File: config.mk
export PLATFORM = sky130hd
export DESIGN_NAME = cm811_check_ram_flat
export DESIGN_NICKNAME = d
export VERILOG_FILES = /design/src/rtl/cm811_check_ram_if.sv /design/src/rtl/cm811_check_ram.sv /design/src/flat_wrapper.sv
export SDC_FILE = /design/constraint.sdc
export NUM_CORES = 1
export LEC_CHECK = 0
export CAP_MARGIN = 40
export CORE_ASPECT_RATIO = 1.2
export CORE_MARGIN = 1
export CORE_UTILIZATION = 51
export DETAILED_ROUTE_END_ITERATION = 8
export GPL_ROUTABILITY_DRIVEN = 1
export PLACE_DENSITY = 0.77
export SKIP_CTS_REPAIR_TIMING = 1
export SYNTH_ARGS = -nofsm -noshare
export SYNTH_HDL_FRONTEND = slang
export SYNTH_SLANG_ARGS = --single-unit
File: constraint.sdc
create_clock -name sys_clk -period 3.1 [get_ports sys_clk]
set_input_delay 0.62 -clock sys_clk [delete_from_list [all_inputs] [get_ports sys_clk]]
set_output_delay 0.62 -clock sys_clk [all_outputs]
set_load 0.01 [all_outputs]
File: src/rtl/cm811_check_ram_if.sv
// Single-port synchronous RAM port as seen by the check-RAM responder.
// The responder is the master; the RAM (or the port mux towards it) is the slave.
interface cm811_check_ram_if #(
    parameter int ADDR_W = 10,
    parameter int DATA_W = 16
);
    logic [ADDR_W-1:0] ram_addr;
    logic              ram_wr_en;
    logic [DATA_W-1:0] ram_wdata;
    logic              ram_rd_en;
    logic [DATA_W-1:0] ram_rdata;

    modport master (
        output ram_addr,
        output ram_wr_en,
        output ram_wdata,
        output ram_rd_en,
        input  ram_rdata
    );

    modport slave (
        input  ram_addr,
        input  ram_wr_en,
        input  ram_wdata,
        input  ram_rd_en,
        output ram_rdata
    );
endinterface

File: src/rtl/cm811_check_ram.sv
// Check-RAM responder: three write/readback passes (0x55.., 0xAA.., address) over
// words 0..DEPTH-1, answering each start with exactly one done or error pulse.
module cm811_check_ram #(
    parameter int ADDR_W = 10,
    parameter int DATA_W = 16,
    parameter int DEPTH  = 1024,
    parameter int RD_LAT = 1
) (
    input  logic                 sys_clk,
    input  logic                 glbl_rst_n,
    input  logic                 check_ram_en,
    output logic                 check_ram_done,
    output logic                 check_ram_error,
    output logic                 busy,
    cm811_check_ram_if.master    ram,
    output logic [ADDR_W-1:0]    fail_addr,
    output logic [DATA_W-1:0]    fail_exp,
    output logic [DATA_W-1:0]    fail_act
);

    typedef enum logic [2:0] {
        S_IDLE,
        S_WR,
        S_RD,
        S_WAIT,
        S_CMP,
        S_DONE,
        S_FAIL
    } state_t;

    localparam logic [DATA_W-1:0] P0        = {(DATA_W/2){2'b01}};
    localparam logic [ADDR_W-1:0] LAST_ADDR = ADDR_W'(DEPTH - 1);
    localparam logic [1:0]        LAT_LAST  = 2'((RD_LAT > 1) ? (RD_LAT - 2) : 0);
    localparam logic [1:0]        LAST_PASS = 2'd2;

    state_t            state_reg;
    logic [1:0]        pass_reg;
    logic [ADDR_W-1:0] addr_reg;
    logic [1:0]        lat_reg;
    logic              done_reg;
    logic              error_reg;
    logic              busy_reg;
    logic [ADDR_W-1:0] ram_addr_reg;
    logic              ram_wr_en_reg;
    logic [DATA_W-1:0] ram_wdata_reg;
    logic              ram_rd_en_reg;
    logic [ADDR_W-1:0] fail_addr_reg;
    logic [DATA_W-1:0] fail_exp_reg;
    logic [DATA_W-1:0] fail_act_reg;

    logic [ADDR_W-1:0] addr_next;
    logic [1:0]        pass_next;
    logic [DATA_W-1:0] exp_data;

    // Address pattern is zero-extended or truncated to the data width.
    function automatic logic [DATA_W-1:0] pattern_of(input logic [1:0]        p,
                                                     input logic [ADDR_W-1:0] a);
        logic [DATA_W+ADDR_W-1:0] wide;
        wide = {{DATA_W{1'b0}}, a};
        case (p)
            2'd0:    return P0;
            2'd1:    return ~P0;
            default: return wide[DATA_W-1:0];
        endcase
    endfunction

    assign addr_next = addr_reg + 1'b1;
    assign pass_next = pass_reg + 2'd1;
    assign exp_data  = pattern_of(pass_reg, addr_reg);

    always_ff @(posedge sys_clk or negedge glbl_rst_n) begin
        if (!glbl_rst_n) begin
            state_reg     <= S_IDLE;
            pass_reg      <= '0;
            addr_reg      <= '0;
            lat_reg       <= '0;
            done_reg      <= 1'b0;
            error_reg     <= 1'b0;
            busy_reg      <= 1'b0;
            ram_addr_reg  <= '0;
            ram_wr_en_reg <= 1'b0;
            ram_wdata_reg <= '0;
            ram_rd_en_reg <= 1'b0;
            fail_addr_reg <= '0;
            fail_exp_reg  <= '0;
            fail_act_reg  <= '0;
        end else begin
            done_reg  <= 1'b0;
            error_reg <= 1'b0;
            case (state_reg)
                S_IDLE: begin
                    if (check_ram_en) begin
                        state_reg     <= S_WR;
                        pass_reg      <= '0;
                        addr_reg      <= '0;
                        busy_reg      <= 1'b1;
                        ram_wr_en_reg <= 1'b1;
                        ram_addr_reg  <= '0;
                        ram_wdata_reg <= P0;
                        fail_addr_reg <= '0;
                        fail_exp_reg  <= '0;
                        fail_act_reg  <= '0;
                    end
                end

                S_WR: begin
                    if (addr_reg == LAST_ADDR) begin
                        state_reg     <= S_RD;
                        addr_reg      <= '0;
                        ram_wr_en_reg <= 1'b0;
                        ram_wdata_reg <= '0;
                        ram_rd_en_reg <= 1'b1;
                        ram_addr_reg  <= '0;
                    end else begin
                        addr_reg      <= addr_next;
                        ram_addr_reg  <= addr_next;
                        ram_wdata_reg <= pattern_of(pass_reg, addr_next);
                    end
                end

                S_RD: begin
                    ram_rd_en_reg <= 1'b0;
                    lat_reg       <= '0;
                    state_reg     <= (RD_LAT == 1) ? S_CMP : S_WAIT;
                end

                S_WAIT: begin
                    if (lat_reg == LAT_LAST) begin
                        state_reg <= S_CMP;
                    end else begin
                        lat_reg <= lat_reg + 2'd1;
                    end
                end

                S_CMP: begin
                    if (ram.ram_rdata != exp_data) begin
                        state_reg     <= S_FAIL;
                        error_reg     <= 1'b1;
                        ram_addr_reg  <= '0;
                        fail_addr_reg <= addr_reg;
                        fail_exp_reg  <= exp_data;
                        fail_act_reg  <= ram.ram_rdata;
                    end else if (addr_reg != LAST_ADDR) begin
                        state_reg     <= S_RD;
                        addr_reg      <= addr_next;
                        ram_addr_reg  <= addr_next;
                        ram_rd_en_reg <= 1'b1;
                    end else if (pass_reg != LAST_PASS) begin
                        state_reg     <= S_WR;
                        pass_reg      <= pass_next;
                        addr_reg      <= '0;
                        ram_addr_reg  <= '0;
                        ram_wr_en_reg <= 1'b1;
                        ram_wdata_reg <= pattern_of(pass_next, '0);
                    end else begin
                        state_reg    <= S_DONE;
                        done_reg     <= 1'b1;
                        ram_addr_reg <= '0;
                    end
                end

                // Start requests arriving during the pulse cycle are dropped here.
                S_DONE, S_FAIL: begin
                    state_reg <= S_IDLE;
                    busy_reg  <= 1'b0;
                end

                default: begin
                    state_reg     <= S_IDLE;
                    busy_reg      <= 1'b0;
                    ram_addr_reg  <= '0;
                    ram_wr_en_reg <= 1'b0;
                    ram_wdata_reg <= '0;
                    ram_rd_en_reg <= 1'b0;
                end
            endcase
        end
    end

    assign check_ram_done  = done_reg;
    assign check_ram_error = error_reg;
    assign busy            = busy_reg;
    assign ram.ram_addr    = ram_addr_reg;
    assign ram.ram_wr_en   = ram_wr_en_reg;
    assign ram.ram_wdata   = ram_wdata_reg;
    assign ram.ram_rd_en   = ram_rd_en_reg;
    assign fail_addr       = fail_addr_reg;
    assign fail_exp        = fail_exp_reg;
    assign fail_act        = fail_act_reg;

endmodule

File: src/flat_wrapper.sv
// flat-port wrapper written by rule: the top's interface ports become plain ports
module cm811_check_ram_flat 
#(
    parameter int ADDR_W = 10,
    parameter int DATA_W = 16,
    parameter int DEPTH  = 1024,
    parameter int RD_LAT = 1
)
  (sys_clk, glbl_rst_n, check_ram_en, check_ram_done, check_ram_error, busy, fail_addr, fail_exp, fail_act, ram_ram_addr, ram_ram_wr_en, ram_ram_wdata, ram_ram_rd_en, ram_ram_rdata);
  cm811_check_ram_if #(.ADDR_W(ADDR_W), .DATA_W(DATA_W)) ram_i ();
  input  logic sys_clk;
  input  logic glbl_rst_n;
  input  logic check_ram_en;
  output logic check_ram_done;
  output logic check_ram_error;
  output logic busy;
  output logic [ADDR_W-1:0] fail_addr;
  output logic [DATA_W-1:0] fail_exp;
  output logic [DATA_W-1:0] fail_act;
  output wire logic [$bits(ram_i.ram_addr)-1:0] ram_ram_addr;
  output wire logic [$bits(ram_i.ram_wr_en)-1:0] ram_ram_wr_en;
  output wire logic [$bits(ram_i.ram_wdata)-1:0] ram_ram_wdata;
  output wire logic [$bits(ram_i.ram_rd_en)-1:0] ram_ram_rd_en;
  input wire logic [$bits(ram_i.ram_rdata)-1:0] ram_ram_rdata;
  assign ram_ram_addr = ram_i.ram_addr;
  assign ram_ram_wr_en = ram_i.ram_wr_en;
  assign ram_ram_wdata = ram_i.ram_wdata;
  assign ram_ram_rd_en = ram_i.ram_rd_en;
  assign ram_i.ram_rdata = ram_ram_rdata;
  cm811_check_ram #(.ADDR_W(ADDR_W), .DATA_W(DATA_W), .DEPTH(DEPTH), .RD_LAT(RD_LAT)) u_core (.sys_clk(sys_clk), .glbl_rst_n(glbl_rst_n), .check_ram_en(check_ram_en), .check_ram_done(check_ram_done), .check_ram_error(check_ram_error), .busy(busy), .ram(ram_i), .fail_addr(fail_addr), .fail_exp(fail_exp), .fail_act(fail_act));
endmodule
==> key figures <==
Status
  • Status: finished clean

Yosys
  • Largest family of logic cells by synthesized area: compound AO/OA/AOI/OAI gates
  • Post-Synthesis Cell Area: 0.00430 mm2
  • Number of synthesis warnings: 0
  • Top-area cell type share of the netlist area: 47.7%
  • #FFs+latches synth: 82
  • Synth top area cells: dfrtp_1 48%, a31o_1 3.9%, xnor2_1 3.7%
  • EDFF count, synth: 0
  • Synth Area in Compound Gates: 17.6%
  • FFs w/ async S/R, synth: between 90% and 100%
  • Simple-gate share of the synthesized area: 15.4%
  • Adder-cell area share of the yosys netlist: 1.75%
  • Synth Flop Type: dfrtp_1
  • Syn_nets: 450
  • Post-synth top area cell: dfrtp_1
  • Post-Syn Instances: 425
  • Post-synthesis xor/xnor area fraction: 3.67%
  • Post-synthesis mux area share: 6.55%
  • Avg Cell Area, Syn: approximately 10 um2
  • Post-synthesis cell type count: 56
  • Sequential area share after synthesis: 47.7%

Global routing
  • Vias in the first global route: 3433
  • Maximum number of pins on one net before global-route repair: 59
  • Congestion Overflow GR: 0
  • Global-route wire length before repair: ~17000 um
  • Overall routing resource usage: 25.8%
  • Initial antenna violation count: 0

Routing
  • Metal-1 WL: 4590 um
  • Via Count: 3523
  • WL met3: ~540 um
  • Avg Vias per Cell: between 5 and 6
  • Max layer used: met4
  • DRT Pass-1 Iters: 4
  • 1st-iter DRT viols: 327
  • Post-route ant nets: 0
  • WL per Instance: around 17 um
  • Metal2 WL: 5060 um
  • Drc violations: 0
  • Total Wirelength: roughly 10000 um

Layout
  • Final Cell Area: 0.00550 mm2
  • Max FFs per register: 16
  • Commonest cells after routing, fill and taps aside: 90 x clkdlybuf4s50_1, 82 x dfrtp_1, 41 x nand2_1
  • Nets@finish: 531
  • Most common cell after layout, fill and taps aside: clkdlybuf4s50_1
  • Multi-input logic area: 0.00195 mm2
  • Diode count: 0
  • Layout area overhead: 27.9%
  • Layout cells sized above 1: 9.41%
  • Register area: 0.00205 mm2
  • Fill cells: between 600 and 700

Clock network
  • H-tree lvl count: 3
  • Inserted Clock Buffers: 9
  • Root buffer cell: clkbuf_8
  • CTS tree: built
  • Clock Pin Slew Worst Setup and Hold Paths: 0.08 ns
  • Clock sink count: 82
  • Clock Path Buffers: 2
  • Clk Latency, worst-skew pair: ~0.37 ns

Floorplanning
  • Initial Util: a little over half
  • Chip Height: 103 um
  • # rows: 36
  • Core ar.: 0.00815 mm2
  • Die footprint: 0.00880 mm2
  • Chip width: 85.8 um
  • Top-Level Pins: 92

Timing
  • Final min period: 2.83 ns
  • Clock Skew: 0.00818 ns
  • Worst-Margin Slew: 0.571 ns
  • Tcrit/Tclk final: 91.4%
  • RSZ-0062 raised after global routing: no
  • Setup TNS Final: 0 ns
  • Endpoints failing setup: 0
  • Pins Over Slew Limit: 0
  • Slew HR: 61.9%
  • Hold violation count in the final report: 0
  • Fmax: 353 MHz

Critical path
  • Worst Path Max Fanout: 8
  • Critical path class: reg -> reg
  • CP endpoint kind: flip-flop
  • CP startpoint kind: flip-flop
  • CP required: 3.35 ns
  • Arrival time worst endpoint: just over 3 ns

Power and ir drop
  • IR drop worst, VDD: 0.000416 V
  • Leakage: 2.47 nW
  • Tot Pwr: 2.88 mW
  • PwrDens: 524 mW/mm2

Placed design
  • IO buf count: 91
  • Post-Place Cell Area: about 0.0053 mm2
  • Final HPWL DP: 7620 um
  • GP Congestion: 0.898

Min path
  • Min-Delay Path Class: in -> async

Job
  • Max Cap Viol: 0
-- routing by layer --
layer  global-route usage (%)  vias up
met3                     4.08       26
met4                     11.7        0
met2                     42.9      120
li1                         -     1650
met1                     33.7     1727
met5                        0        -
-- where the power goes --
group,internal (mW),switching (mW)
Combinational,0.424,0.420
Sequential,1.19,0.135
Clock,0.312,0.396
-- worst paths after layout --
| check | slack (ns) | end | cells after the start | from |
|---|---|---|---|---|
| max reg2reg | 0.27 | u_core.pass_reg[1] | 8 | u_core.pass_reg[0] |
| min in group sys_clk | 0.48 | u_core.ram.ram_addr[8] | 1 | u_core.ram.ram_addr[8] |
| max in group asynchronous | 2.36 | u_core.ram.ram_wdata[6] | 2 | glbl_rst_n |
| min | 0.15 | u_core.fail_act[5] | 1 | glbl_rst_n |
| max | 0.27 | u_core.pass_reg[1] | 8 | u_core.pass_reg[0] |
| min reg2reg | 0.48 | u_core.ram.ram_addr[8] | 1 | u_core.ram.ram_addr[8] |
-- layout make-up --
type | instances | area share [%]
Inverter | 24 | 1.64
Timing Repair Buffer | 105 | 19.7
Clock inverter | 5 | 0.728
Tap cell | 114 | 2.59
Sequential cell | 82 | 37.3
Multi-Input combinational cell | 284 | 35.5
Clock buffer | 10 | 2.50
-- per-stage QoR --
stage | setup WS [ns] | utilization, % | hold WS, ns | instances
finish | 0.266 | 67.4 | 0.155 | 624
global route | 0.0508 | 67.4 | 0.183 | 624
CTS | 0.318 | 67.4 | 0.165 | 624
detailed placement | 0.00119 | 65.3 | 0.470 | 609
global placement | 0.0440 | 64.9 | 0.468 | 608
floorplan | 0.604 | - | 0.324 | 425
-- logic make-up (layout without fill, tap and decap cells) --
| family | count (synthesis) | count (layout) |
|---|---|---|
| compound gates | 108 | 108 |
| mux | 26 | 26 |
| xor+xnor | 18 | 18 |
| simple gates | 126 | 126 |
| flops | 82 | 82 |
| fa+ha+maj | 6 | 6 |
| buf+inv | 59 | 144 |
-- cell usage after synthesis, types with 8 or more instances --
master,count
a21oi_1,23
nand3_1,10
clkbuf_1,9
mux2_1,11
a31o_1,19
buf_4,10
o21ai_0,14
inv_1,24
dfrtp_1,82
o21ai_1,10
nor2_1,18
nor2b_1,24
nand2_1,41
buf_2,8
mux2i_1,9
xnor2_1,18
-- worst max-delay path: stages (launching register included) --
cell	delay, ns
dfrtp_1	0.49
inv_1	0.15
ha_1	0.28
nor4_1	0.29
o22ai_1	0.18
nor4_4	0.43
nand2_1	0.30
and3_1	0.29
a311o_1	0.31
Note: power is estimated with default switching activity, not from simulation.
